### src/rtl/key_cmd_pkg.sv
// rtl/key_cmd_pkg.sv - frame byte constants and FSM states shared by the key command encoder and parser
package key_cmd_pkg;

    localparam logic [7:0] ID_BASE  = 8'hB0;
    localparam logic [7:0] VAL_ON   = 8'hFF;
    localparam logic [7:0] VAL_OFF  = 8'h00;
    localparam logic [7:0] END_BYTE = 8'hAA;

    typedef enum logic [1:0] {
        ST_IDLE,
        ST_SEND_ID,
        ST_SEND_VAL,
        ST_SEND_END
    } key_cmd_state_e;

    function automatic logic [7:0] id_byte(input logic [3:0] idx);
        return ID_BASE + {4'h0, idx};
    endfunction

endpackage

### src/rtl/key_debounce.sv
// rtl/key_debounce.sv - per-key 2-flop synchroniser with optional stability counter (KEY_DEBOUNCE_EN)
module key_debounce #(
    parameter int DEBOUNCE_CYCLES = 50000
) (
    input  logic clk,
    input  logic reset,
    input  logic key_raw,
    output logic key_stable
);

`ifdef KEY_DEBOUNCE_EN
    localparam bit USE_COUNTER = (DEBOUNCE_CYCLES > 0);
`else
    localparam bit USE_COUNTER = (DEBOUNCE_CYCLES > 0) && 1'b0;
`endif

    logic sync1_q, sync1_d;
    logic sync2_q, sync2_d;

    always_comb begin
        sync1_d = key_raw;
        sync2_d = sync1_q;
    end

    always_ff @(posedge clk) begin
        if (reset) begin
            sync1_q <= 1'b0;
            sync2_q <= 1'b0;
        end else begin
            sync1_q <= sync1_d;
            sync2_q <= sync2_d;
        end
    end

    generate
        if (USE_COUNTER) begin : g_debounce
            localparam int CW = $clog2(DEBOUNCE_CYCLES + 1);
            localparam logic [CW-1:0] CNT_LAST = CW'(DEBOUNCE_CYCLES - 1);

            logic [CW-1:0] cnt_q, cnt_d;
            logic          stable_q, stable_d;

            // Counter only runs while the synchronised level disagrees with the accepted one.
            always_comb begin
                cnt_d    = '0;
                stable_d = stable_q;
                if (sync2_q != stable_q) begin
                    if (cnt_q == CNT_LAST) begin
                        stable_d = sync2_q;
                    end else begin
                        cnt_d = cnt_q + 1'b1;
                    end
                end
            end

            always_ff @(posedge clk) begin
                if (reset) begin
                    cnt_q    <= '0;
                    stable_q <= 1'b0;
                end else begin
                    cnt_q    <= cnt_d;
                    stable_q <= stable_d;
                end
            end

            assign key_stable = stable_q;
        end else begin : g_bypass
            assign key_stable = sync2_q;
        end
    endgenerate

endmodule

### src/rtl/key_cmd_encoder.sv
// rtl/key_cmd_encoder.sv - turns key level changes into ID/value/terminator byte frames; KEY_DEBOUNCE_EN adds debounce
module key_cmd_encoder #(
    parameter int NUM_KEYS        = 4,
    parameter int DEBOUNCE_CYCLES = 50000
) (
    input  logic                clk,
    input  logic                reset,
    input  logic [NUM_KEYS-1:0] keys,
    output logic [7:0]          tx_data,
    output logic                tx_valid,
    input  logic                tx_ready,
    output logic                busy
);
    import key_cmd_pkg::*;

    logic [NUM_KEYS-1:0] key_stable;
    logic [NUM_KEYS-1:0] pending;

    for (genvar i = 0; i < NUM_KEYS; i++) begin : g_key
        key_debounce #(
            .DEBOUNCE_CYCLES(DEBOUNCE_CYCLES)
        ) u_debounce (
            .clk       (clk),
            .reset     (reset),
            .key_raw   (keys[i]),
            .key_stable(key_stable[i])
        );
    end

    key_cmd_state_e      state_q, state_d;
    logic [NUM_KEYS-1:0] sent_state_q, sent_state_d;
    logic [3:0]          idx_q, idx_d;
    logic                val_q, val_d;
    logic [7:0]          tx_data_q, tx_data_d;
    logic                tx_valid_q, tx_valid_d;

    logic [3:0]          sel_idx;
    logic                sel_val;
    logic                accept;

    assign pending = key_stable ^ sent_state_q;
    assign accept  = tx_valid_q && tx_ready;

    // Descending scan so the lowest pending index is the one left standing.
    always_comb begin
        sel_idx = '0;
        sel_val = 1'b0;
        for (int i = NUM_KEYS - 1; i >= 0; i--) begin
            if (pending[i]) begin
                sel_idx = 4'(i);
                sel_val = key_stable[i];
            end
        end
    end

    always_comb begin
        state_d      = state_q;
        sent_state_d = sent_state_q;
        idx_d        = idx_q;
        val_d        = val_q;
        tx_data_d    = tx_data_q;
        tx_valid_d   = tx_valid_q;
        case (state_q)
            ST_IDLE: begin
                tx_valid_d = 1'b0;
                if (|pending) begin
                    idx_d      = sel_idx;
                    val_d      = sel_val;
                    tx_data_d  = id_byte(sel_idx);
                    tx_valid_d = 1'b1;
                    state_d    = ST_SEND_ID;
                end
            end
            ST_SEND_ID: begin
                if (accept) begin
                    tx_data_d = val_q ? VAL_ON : VAL_OFF;
                    state_d   = ST_SEND_VAL;
                end
            end
            ST_SEND_VAL: begin
                if (accept) begin
                    tx_data_d = END_BYTE;
                    state_d   = ST_SEND_END;
                end
            end
            ST_SEND_END: begin
                if (accept) begin
                    // The latched level is recorded, not the live one: a later change re-enters via pending.
                    for (int i = 0; i < NUM_KEYS; i++) begin
                        if (4'(i) == idx_q) begin
                            sent_state_d[i] = val_q;
                        end
                    end
                    tx_valid_d = 1'b0;
                    state_d    = ST_IDLE;
                end
            end
            default: begin
                tx_valid_d = 1'b0;
                state_d    = ST_IDLE;
            end
        endcase
    end

    always_ff @(posedge clk) begin
        if (reset) begin
            state_q      <= ST_IDLE;
            sent_state_q <= '0;
            idx_q        <= '0;
            val_q        <= 1'b0;
            tx_data_q    <= 8'h00;
            tx_valid_q   <= 1'b0;
        end else begin
            state_q      <= state_d;
            sent_state_q <= sent_state_d;
            idx_q        <= idx_d;
            val_q        <= val_d;
            tx_data_q    <= tx_data_d;
            tx_valid_q   <= tx_valid_d;
        end
    end

    assign tx_data  = tx_data_q;
    assign tx_valid = tx_valid_q;
    assign busy     = (state_q != ST_IDLE);

endmodule

### config.mk
export PLATFORM = sky130hd
export DESIGN_NAME = key_cmd_encoder
export DESIGN_NICKNAME = d
export VERILOG_FILES = /design/src/rtl/key_cmd_pkg.sv /design/src/rtl/key_debounce.sv /design/src/rtl/key_cmd_encoder.sv
export SDC_FILE = /design/constraint.sdc
export NUM_CORES = 1
export LEC_CHECK = 0
export CAP_MARGIN = 20
export CORE_MARGIN = 8
export CORE_UTILIZATION = 35
export CTS_BUF_LIST = sky130_fd_sc_hd__clkbuf_2
export CTS_CLUSTER_SIZE = 30
export DETAILED_ROUTE_END_ITERATION = 10
export GPL_TIMING_DRIVEN = 0
export SLEW_MARGIN = 20
export SYNTH_ARGS = -nofsm -noshare
export SYNTH_HDL_FRONTEND = slang
export SYNTH_SLANG_ARGS = --single-unit
### constraint.sdc
create_clock -name clk -period 4.2 [get_ports clk]
set_input_delay 0.63 -clock clk [delete_from_list [all_inputs] [get_ports clk]]
set_output_delay 0.63 -clock clk [all_outputs]
set_load 0.01 [all_outputs]
# Yosys cells after proc, flatten, opt, wreduce, memory -nomap -nowiden
# Index checks and enable logic that the tools add are counted.
[classes] add_sub_neg=1 eq_ne=10 n_mux=21 bitwise_logic=1 reduce_logical=15
[op_table] operator="2-to-1 mux 8 bit" count=4
[op_table] operator="case mux 8 bit (3 select lines)" count=1
[op_table] operator="2-to-1 mux 4 bit" count=3
[op_table] operator="AND reduction 3 bit" count=4
[op_table] operator="2-to-1 mux 2 bit" count=5
[op_table] operator="adder 8 x 4 -> 8 bit, first input constant" count=1
[op_table] operator="== test 2 x 4 -> 1 bit, first input constant" count=2
[op_table] operator="!= test 2 bit, second input constant" count=4
[op_table] operator="case mux 2 bit (4 select lines)" count=1
[op_table] operator="AND reduction 4 bit" count=2
[op_table] operator="2-to-1 mux 1 bit" count=6
[op_table] operator="== test 1 x 4 -> 1 bit, first input constant" count=1
[op_table] operator="== test 2 bit, second input constant" count=2
[op_table] operator="zero test 4 bit" count=1
[op_table] operator="AND reduction 2 bit" count=2
[op_table] operator="nonzero test 2 bit" count=2
[op_table] operator="OR reduction 4 bit" count=1
[op_table] operator="XOR 4 bit" count=1
[op_table] operator="nonzero test 3 bit" count=1
[op_table] operator="== test 2 x 1 -> 1 bit, second input constant" count=1
[op_table] operator="zero test 2 bit" count=1
[op_table] operator="case mux 1 bit (2 select lines)" count=1
[op_table] operator="logical AND 1 bit" count=1
[word_totals] reg_bits=28 inputBits=7 out_inout_bits=10 elab_cells=65

# Longest topological paths before layout
# Gate-level depths: netlist of run 1.
[depth] ltp_word=8 depth_mapped=7 mapped_depth_nobuf=6

# Hierarchy
# A second synthesis of run 1 with hierarchy kept.
[hier_totals] hier_cells=129 area_unflattened_um2=1173.6
[by_module_without_submodules] module="key_cmd_encoder" n_inst=1 cells_each=113 area_each_um2=963.4 seq_area_each_um2=320.3
[by_module_without_submodules] module="key_debounce" n_inst=4 cells_each=4 area_each_um2=52.6 seq_area_each_um2=40.0

# Worst setup path before layout of run 1
# OpenSTA, ideal clock, no wires.
[synth_path] kind="flip-flop to flip-flop" start="reg sent_state_q[3]" end="reg state_q[1]" setup_time_ns=0.067 t_arrival_ns=1.497 t_required_ns=4.133 setup_slack_ns=2.636 path_stages_with_launch=8 n_path_buf=1 period_less_slack_ns=1.564 path_cell_list="dfxtp_1 -> inv_1 -> ha_1 -> nand2_1 -> o41a_1 -> buf_6 -> a21o_1 -> a21oi_2"
[synth_between] elab_chain_len=4
[synth_rtl] element="start: declaration" line_no="key_cmd_encoder.sv:31" rtl="logic [NUM_KEYS-1:0] sent_state_q, sent_state_d;"
[synth_rtl] element="start signal: assignment" line_no="key_cmd_encoder.sv:115" rtl="sent_state_q <= sent_state_d;"
[synth_rtl] element="XOR 4 bit" line_no="key_cmd_encoder.sv:41" rtl="assign pending = key_stable ^ sent_state_q;"
[synth_rtl] element="OR reduction 4 bit" line_no="key_cmd_encoder.sv:66" rtl="if (|pending) begin"
[synth_rtl] element="!= test 2 bit (no source line)"
[synth_rtl] element="AND reduction 4 bit (no source line)"
[synth_rtl] element="end signal: assignment" line_no="key_cmd_encoder.sv:114" rtl="state_q <= state_d;"
[synth_rtl] element="end: declaration" line_no="key_cmd_encoder.sv:30" rtl="key_cmd_state_e state_q, state_d;"
# No other way between the ends.
# A chain may end at the register's enable or synchronous reset.

# Final worst setup path of run 1
[layout_path] start="reg state_q[0]" end="out busy"
[layout_between] elab_chain_len=1
[layout_rtl] element="nonzero test 2 bit" line_no="key_cmd_encoder.sv:125" rtl="assign busy = (state_q != ST_IDLE);"
[layout_rtl] element="end: declaration" line_no="key_cmd_encoder.sv:12" rtl="output logic busy"
# No other way between the ends.

==> qor.log, run 1 <==
[run_status] run status completed
[detailed_routing] Remaining DRCs 0
[yosys] share of synthesized flip-flops with an asynchronous set or reset 0%
[clock_tree] TritonCTS clock tree done
[timing] unrepaired setup endpoints after global routing no
[power] P_int 509.5 uW
[yosys] netlist area before placement 1157 um^2
[yosys] Post-Synth Adder-Cell Area 5.405%
[clock_tree] setup repair bufs after CTS 0
[clock_tree] clock slew at the register clock pins of the worst setup and hold paths 0.25 ns
[yosys] post-synthesis simple-gate area fraction 16.00%
[timing] number of pins with negative max-slew slack in the final report 0
[placed_design] Final HPWL DP 1987 um
[setup_path] Worst setup EP type primary output
[timing] final worst path period share 60.21%
[setup_path] flop-to-flop setup slack 2.39 ns
[yosys] Synth Instances 127
[timing] final setup margin 1.671 ns
[job] maximum capacitance violations 0
[timing] endpoints failing setup 0
[placed_design] worst setup timing slack at the placement stage 2.098 ns
[detailed_routing] DR vias/cell 4.865
[floorplan] I/O Pins 17
[finish] diodes inserted 0
[yosys] multiplexer share of the synthesized area 2.595%
[finish] most common cell after layout, fill and taps aside sky130_fd_sc_hd__dfxtp_1
[grt] global route overflow 0
[setup_path] category of the most critical setup path flop to primary output
[detailed_routing] average routed wire per standard cell 13.30 um
[floorplan] die span in x 73.51 um
[floorplan] Rows 21
[hold_path] class of the tightest hold or removal check flop to flop
[yosys] Yosys Warn Count 0
[finish] share of final-layout standard cells stronger than drive strength 1 8.844%
[yosys] #FFs+latches synth 24
[power] net switching power figure 308.0 uW
[setup_path] FF-to-FF End tx_data[4]
[yosys] proportion of synthesized chip area in sequential cells 41.51%
[timing] fin crit period 2.529 ns
[yosys] fraction of the mapped netlist area in compound gates 23.46%
[grt] global routing usage summed across all routing layers 9.831%
[clock_tree] number of clock sinks seen by CTS 24
[yosys] synthesized area per cell 9.113 um^2
[clock_tree] master cell of the clock root buffer sky130_fd_sc_hd__clkbuf_2
[power] sequential cell fraction of total power 36.0%
[placed_design] I/O Buffers 16
[timing] summed negative setup slack over all endpoints 0 ns
[setup_path] Worst Setup SP state_q[0]
[finish] Post-layout nets 160
[placed_design] final weighted congestion of routability-driven global placement 0.8284
[clock_tree] number of buffers added by the clock tree synthesis step 3
[power] combinational share of power 44.4%
[yosys] number of synthesized flops with an enable pin 0
[timing] worst-margin pin slew 0.4980 ns
[floorplan] Die ar. 5403 um^2
[power] Power per Cell Area 575.6 nW/um^2
[grt] number of global-route vias before repair 862
[finish] Layout Area Growth over Synthesis 22.70%
[power] clock share of power 19.6%
[setup_path] Reg2Reg Launch Point state_q[0]
[power] Max IR drop VDD 0.2345 mV
[clock_tree] number of buffers inserted by hold repair at cts 0
[grt] number of antenna violations at the first check in global routing 0
[timing] final count of hold timing violations 0
[grt] global-route wire length before repair 4077 um
[finish] most frequent cells in the layout sky130_fd_sc_hd__dfxtp_1, sky130_fd_sc_hd__clkdlybuf4s50_1, sky130_fd_sc_hd__a21oi_1, sky130_fd_sc_hd__nor2_1, sky130_fd_sc_hd__nor2b_1
[yosys] Unique masters post-synth 35
[timing] maximum clock frequency 395.5 MHz
[floorplan] starting density of the core 35.52%
[detailed_routing] overall via count from detail_route 939
[yosys] Net Count, Synth 139
[yosys] dominant register cell in the synthesized netlist sky130_fd_sc_hd__dfxtp_1
[setup_path] required time reported for the critical path endpoint 3.57 ns
[floorplan] Vert. Die Dim 73.51 um
[clock_tree] Clk Latency, worst-skew pair 0.36 ns
[setup_path] critical path launch point type flop
[setup_path] Critical Path AT 1.90 ns
[setup_path] endpoint of the worst setup timing path busy
[clock_tree] htree depth 1
[finish] fill cell instance count of the final layout 345
[timing] slew margin rel. 66.43%
[setup_path] number of cell instances on the worst register-to-register path 7
[grt] pin count of the biggest net entering global routing 15
[setup_path] Worst Path Max Fanout 6
[power] leak pwr 0.0005216 uW
[clock_tree] number of gates given a new drive strength after cts 0
[clock_tree] buffers from clock root to sink, at most 2
[timing] Worst Clk Skew 0.006189 ns
[detailed_routing] DR iter-0 viols 51
[detailed_routing] wirelength, routed 2567 um
[floorplan] core outline area 3258 um^2
[yosys] largest family of logic cells by synthesized area compound AO/OA/AOI/OAI gates
[yosys] xor-xnor portion of the synthesized cell area 5.189%
[detailed_routing] antenna-violating nets left 0
[power] fraction of power spent switching nets 37.68%
[detailed_routing] number of detailed-route iterations in the first pass 4
[how the worst min path moves through the flow]
stage,start,end,cells past startpoint
2_1_floorplan,g_key[0].u_debounce.sync1_q,g_key[0].u_debounce.key_stable,1
3_3_place_gp,g_key[3].u_debounce.sync1_q,g_key[3].u_debounce.key_stable,1
3_5_place_dp,g_key[0].u_debounce.sync1_q,g_key[0].u_debounce.key_stable,1
4_1_cts,g_key[0].u_debounce.sync1_q,g_key[0].u_debounce.key_stable,1
5_1_grt,g_key[1].u_debounce.sync1_q,g_key[1].u_debounce.key_stable,1
6_report,g_key[0].u_debounce.sync1_q,g_key[0].u_debounce.key_stable,1
[worst max-delay path, stage by stage (launching register included)]
cell	delay (ns)
sky130_fd_sc_hd__dfxtp_1	0.44
sky130_fd_sc_hd__inv_1	0.09
sky130_fd_sc_hd__ha_1	0.29
sky130_fd_sc_hd__inv_1	0.16
sky130_fd_sc_hd__clkdlybuf4s50_1	0.56
[sequential cells by signal, summed over array words and instances, names as in the netlist]
signal and flops:
val_q 1, g_key.u_debounce.sync1_q 4, tx_data 6, sent_state_q 4, idx_q 2, tx_valid 1, g_key.u_debounce.key_stable 4, state_q 2
[cells by family (layout without fill, tap and decap cells)]
logic type      after synthesis  in the layout
xor+xnor                      6              6
fa+ha+maj                     5              5
flops                        24             24
simple gates                 38             38
mux                           3              3
buf+inv                      14             34
compound gates               37             37
[layer usage]
layer	GRT usage (%)	part of all wire, %	up-vias
met3	1.364	3.3	5
met1	11.74	46	436
met2	16.14	48	14
met4	5.987	2.3	0
li1	-	-	484
met5	0	0	-
[power groups by stage]
| stage | clock network (uW) | registers [uW] | logic, uW |
|---|---|---|---|
| after global placement | 0 | 296 | 350 |
| after CTS | 158 | 294 | 363 |
| after detailed placement | 0 | 299 | 361 |
| final | 160 | 294 | 363 |
| after global routing | 167 | 299 | 396 |
| after floorplan | 0 | 300 | 238 |
[Yosys cell counts, types with 2 or more instances]
cell | count | share of area (%)
sky130_fd_sc_hd__dfxtp_1 | 24 | 42
sky130_fd_sc_hd__a21oi_1 | 11 | 4.8
sky130_fd_sc_hd__nor2_1 | 11 | 3.6
sky130_fd_sc_hd__nor2b_1 | 10 | 5.4
sky130_fd_sc_hd__inv_1 | 8 | 2.6
sky130_fd_sc_hd__nand2_1 | 7 | 2.3
sky130_fd_sc_hd__ha_1 | 5 | 5.4
sky130_fd_sc_hd__o21ai_0 | 5 | 2.2
sky130_fd_sc_hd__a311oi_1 | 4 | 3.0
sky130_fd_sc_hd__clkbuf_1 | 3 | 0.97
sky130_fd_sc_hd__mux2i_1 | 3 | 2.6
sky130_fd_sc_hd__nand3_1 | 3 | 1.3
sky130_fd_sc_hd__nor3_1 | 3 | 1.3
sky130_fd_sc_hd__xnor2_1 | 3 | 2.3
sky130_fd_sc_hd__a21o_1 | 2 | 1.3
sky130_fd_sc_hd__a21oi_2 | 2 | 1.5
sky130_fd_sc_hd__buf_4 | 2 | 1.3
sky130_fd_sc_hd__o22ai_1 | 2 | 1.1
sky130_fd_sc_hd__or3_1 | 2 | 1.1
sky130_fd_sc_hd__xor2_1 | 2 | 1.5
[final cells by class]
class	instances	area, um^2	share of cell area (%)
multi-input cells	89	609.3	42.91
well taps	46	57.56	4.053
repair buffers	16	160.2	11.28
flip-flops and latches	24	480.5	33.83
clock buffers	3	15.01	1.057
inverters	8	30.03	2.115
clock inverters	1	30.03	2.115
plain buffers	6	37.54	2.643
[through the flow]
step	cell area [um^2]	instances	util (%)	hold WS, ns	power (uW)
final	1420	193	43.59	0.4642	817.5
after global routing	1420	193	43.59	0.4752	861.4
after CTS	1420	193	43.59	0.4628	815.2
after detailed placement	1375	189	42.20	0.4220	660.5
after global placement	1375	189	42.20	0.4225	645.9
after floorplan	1157	127	-	0.4138	537.7
(Power assumes the default switching activity.)
==> run 2: changes to the inputs <==
Clock period 4.2 ns to 2.39 ns, I/O delays scaled along.
==> results of run 2 <==
The final DEF is identical to that of run 1. Status: completed.
Among the figures that moved: setup slack after placement 2.098 ns -> 0.5591 ns; setup slack after layout 1.671 ns -> 0.1329 ns; register-to-register setup slack 2.39 ns -> 0.58 ns; total power 817.5 uW -> 1437 uW; worst IR drop on VDD 0.2345 mV -> 0.4121 mV
==> run 3: changes to the inputs <==
==> constraint.sdc (replaced) <==
create_clock -name clk -period 2.2 [get_ports clk]
set_input_delay 0.44 -clock clk [delete_from_list [all_inputs] [get_ports clk]]
set_output_delay 0.44 -clock clk [all_outputs]
set_load 0.01 [all_outputs]
==> qor.log, run 3 (same netlist as run 1, synthesis figures left out) <==
[run_status] run status completed
[timing] worst-margin pin slew 0.4915 ns [-0.006528 ns]
[floorplan] starting density of the core 35.52% [unchanged]
[detailed_routing] number of detailed-route iterations in the first pass 4 [unchanged]
[hold_path] hold-critical path depth 1 [unchanged]
[detailed_routing] average routed wire per standard cell 13.26 um [-0.27%]
[timing] summed negative setup slack over all endpoints 0 ns [unchanged]
[detailed_routing] DR iter-0 viols 50 [-2.0%]
[grt] global-route wire length before repair 4077 um [unchanged]
[setup_path] cell-by-cell trace of the critical path clkdlybuf4s50_1
[placed_design] Final HPWL DP 1987 um [unchanged]
[clock_tree] number of buffers inserted by hold repair at cts 0 [unchanged]
[clock_tree] number of clock sinks seen by CTS 24 [unchanged]
[power] fraction of power spent switching nets 37.55%
[setup_path] critical path launch point type flop
[grt] global routing usage summed across all routing layers 9.831% [unchanged]
[floorplan] die span in x 73.51 um [unchanged]
[finish] fill cell instance count of the final layout 342 [-0.87%]
[detailed_routing] DR vias/cell 4.891 [+0.53%]
[finish] Post-layout nets 160 [unchanged]
[finish] number of flip-flops in the largest register 6 [unchanged]
[timing] fin crit period 1.855 ns
[detailed_routing] overall via count from detail_route 944 [+0.53%]
[placed_design] I/O Buffers 16 [unchanged]
[setup_path] Reg2Reg Launch Point state_q[1]
[grt] pin count of the biggest net entering global routing 15 [unchanged]
[clock_tree] buffers from clock root to sink, at most 2 [unchanged]
[setup_path] FF-to-FF End tx_data[4]
[setup_path] number of cell instances on the worst register-to-register path 7 [unchanged]
[clock_tree] clock slew at the register clock pins of the worst setup and hold paths 0.25 ns [about the same]
[floorplan] Rows 21 [unchanged]
[setup_path] Worst Setup SP tx_valid
[finish] share of final-layout standard cells stronger than drive strength 1 11.56% [+2.7 points]
[power] Power per Cell Area 1097 nW/um^2
[clock_tree] Clk Latency, worst-skew pair 0.36 ns [about the same]
[grt] number of global-route vias before repair 862 [unchanged]
[setup_path] flop-to-flop setup slack 0.42 ns
[floorplan] I/O Pins 17 [unchanged]
[timing] final count of hold timing violations 0 [unchanged]
[power] sequential cell fraction of total power 36.1% [about the same]
[finish] Post-Layout Cell Count 193 [unchanged]
[placed_design] final weighted congestion of routability-driven global placement 0.8284 [unchanged]
[hold_path] hold_sp g_key[0].u_debounce.sync1_q
[power] P_int 978.1 uW
[setup_path] category of the most critical setup path flop to primary output
[finish] diodes inserted 0 [unchanged]
[timing] Worst Clk Skew 0.003583 ns [-0.002606 ns]
[grt] number of antenna violations at the first check in global routing 0 [unchanged]
[setup_path] required time reported for the critical path endpoint 1.76 ns
[timing] number of pins with negative max-slew slack in the final report 0 [unchanged]
[setup_path] Critical Path AT 1.41 ns [-0.49 ns]
[power] net switching power figure 588.0 uW
[setup_path] kind of cell adding the most delay to the critical path buffers and inverters
[clock_tree] master cell of the clock root buffer sky130_fd_sc_hd__clkbuf_2
[setup_path] combined buffer and inverter count along the critical path 1 [-2]
[detailed_routing] antenna-violating nets left 0 [unchanged]
[finish] post-route cell area 1428 um^2 [+0.53%]
[clock_tree] TritonCTS clock tree done
[detailed_routing] wirelength, routed 2560 um [-0.27%]
[power] combinational share of power 44.3% [about the same]
[clock_tree] htree depth 1 [unchanged]
[job] maximum capacitance violations 0 [unchanged]
[hold_path] class of the tightest hold or removal check flop to flop
[timing] unrepaired setup endpoints after global routing no
[setup_path] Worst Path Max Fanout 6 [unchanged]
[timing] maximum clock frequency 539.1 MHz
[placed_design] Post-Place Cells 189 [unchanged]
[grt] global route overflow 0 [unchanged]
[setup_path] critical-path cell with the highest stage delay sky130_fd_sc_hd__clkdlybuf4s50_1
[power] Design Power 1566 uW
[setup_path] Slowest Stage Delay on Critical Path 0.57 ns [about the same]
[timing] slew margin rel. 66.87% [+0.44 points]
[floorplan] core outline area 3258 um^2 [unchanged]
[floorplan] Vert. Die Dim 73.51 um [unchanged]
[power] Max IR drop VDD 0.4494 mV
[power] leak pwr 0.0005323 uW [+2.1%]
[finish] most common cell after layout, fill and taps aside sky130_fd_sc_hd__dfxtp_1
[floorplan] Die ar. 5403 um^2 [unchanged]
[finish] Layout Area Growth over Synthesis 23.35%
[power] clock share of power 19.6% [about the same]
[timing] final worst path period share 84.32%
[detailed_routing] Remaining DRCs 0 [unchanged]
[setup_path] Worst setup EP type primary output
[placed_design] Placed Instance Area 1375 um^2 [unchanged]
[hold_path] Hold Path Sink g_key[0].u_debounce.key_stable
[setup_path] cell count along the critical path 1 [-3]
[clock_tree] number of buffers added by the clock tree synthesis step 3 [unchanged]
[timing] endpoints failing setup 0 [unchanged]
[finish] most frequent cells in the layout sky130_fd_sc_hd__dfxtp_1, sky130_fd_sc_hd__clkdlybuf4s50_1, sky130_fd_sc_hd__a21oi_1, sky130_fd_sc_hd__nor2_1, sky130_fd_sc_hd__nor2b_1
-- run 3: cell types whose count changed in the layout (fill, tap and decap cells not counted) --
cell,before,now
sky130_fd_sc_hd__dfxtp_1,24,22
sky130_fd_sc_hd__dfxtp_2,0,2
sky130_fd_sc_hd__clkdlybuf4s50_1,16,15
sky130_fd_sc_hd__dlymetal6s2s_1,0,1
sky130_fd_sc_hd__ha_1,5,4
sky130_fd_sc_hd__ha_2,0,1
sky130_fd_sc_hd__inv_1,8,7
sky130_fd_sc_hd__inv_2,0,1
-- run 3: power groups by stage --
stage | Clock (uW) | Combinational, uW | Sequential, uW
after global placement | 0 | 668 | 565
final | 307 | 695 | 565
after CTS | 302 | 700 | 565
after global routing | 318 | 761 | 575
after floorplan | 0 | 454 | 573
after detailed placement | 0 | 690 | 571
-- run 3: what timing repair did --
item,in CTS,in global routing
endpoints found under the setup margin,1,1
resized for setup,4,1
buffers inserted,0,0
-- run 3: cell type report --
type / instances / area (um^2) / share of cell area [%]
well taps: 46 / 57.56 / 4.032
plain buffers: 6 / 37.54 / 2.629
inverters: 8 / 30.03 / 2.103
flip-flops and latches: 24 / 483.0 / 33.83
clock buffers: 3 / 15.01 / 1.052
multi-input cells: 89 / 611.8 / 42.86
clock inverters: 1 / 30.03 / 2.103
repair buffers: 16 / 162.7 / 11.39
-- run 3: worst max-delay path by stage --
stage	slack, ns	end
after floorplan	0.64	state_q[1]
after CTS	0.05	busy
after global placement	0.34	tx_data[5]
after detailed placement	0.29	tx_data[4]
after global routing	0.26	tx_data[4]
final	0.35	tx_valid
-- run 3: metrics by stage --
step / hold slack (ns) / setup WS, ns / utilization, %
floorplan: 0.4138 / 0.6356 / -
global placement: 0.4225 / 0.3357 / 42.20
detailed placement: 0.4220 / 0.2876 / 42.20
CTS: 0.4628 / 0.05175 / 43.74
global route: 0.4752 / 0.2608 / 43.82
finish: 0.4642 / 0.3450 / 43.82
-- run 3: per-layer routing --
| layer | up-vias | global-route usage [%] | share of wire [%] |
|---|---|---|---|
| li1 | 485 | - | - |
| met1 | 438 | 11.74 | 45 |
| met2 | 16 | 16.14 | 48 |
| met3 | 5 | 1.364 | 4.3 |
| met4 | 0 | 5.987 | 2.3 |
| met5 | - | 0 | 0 |
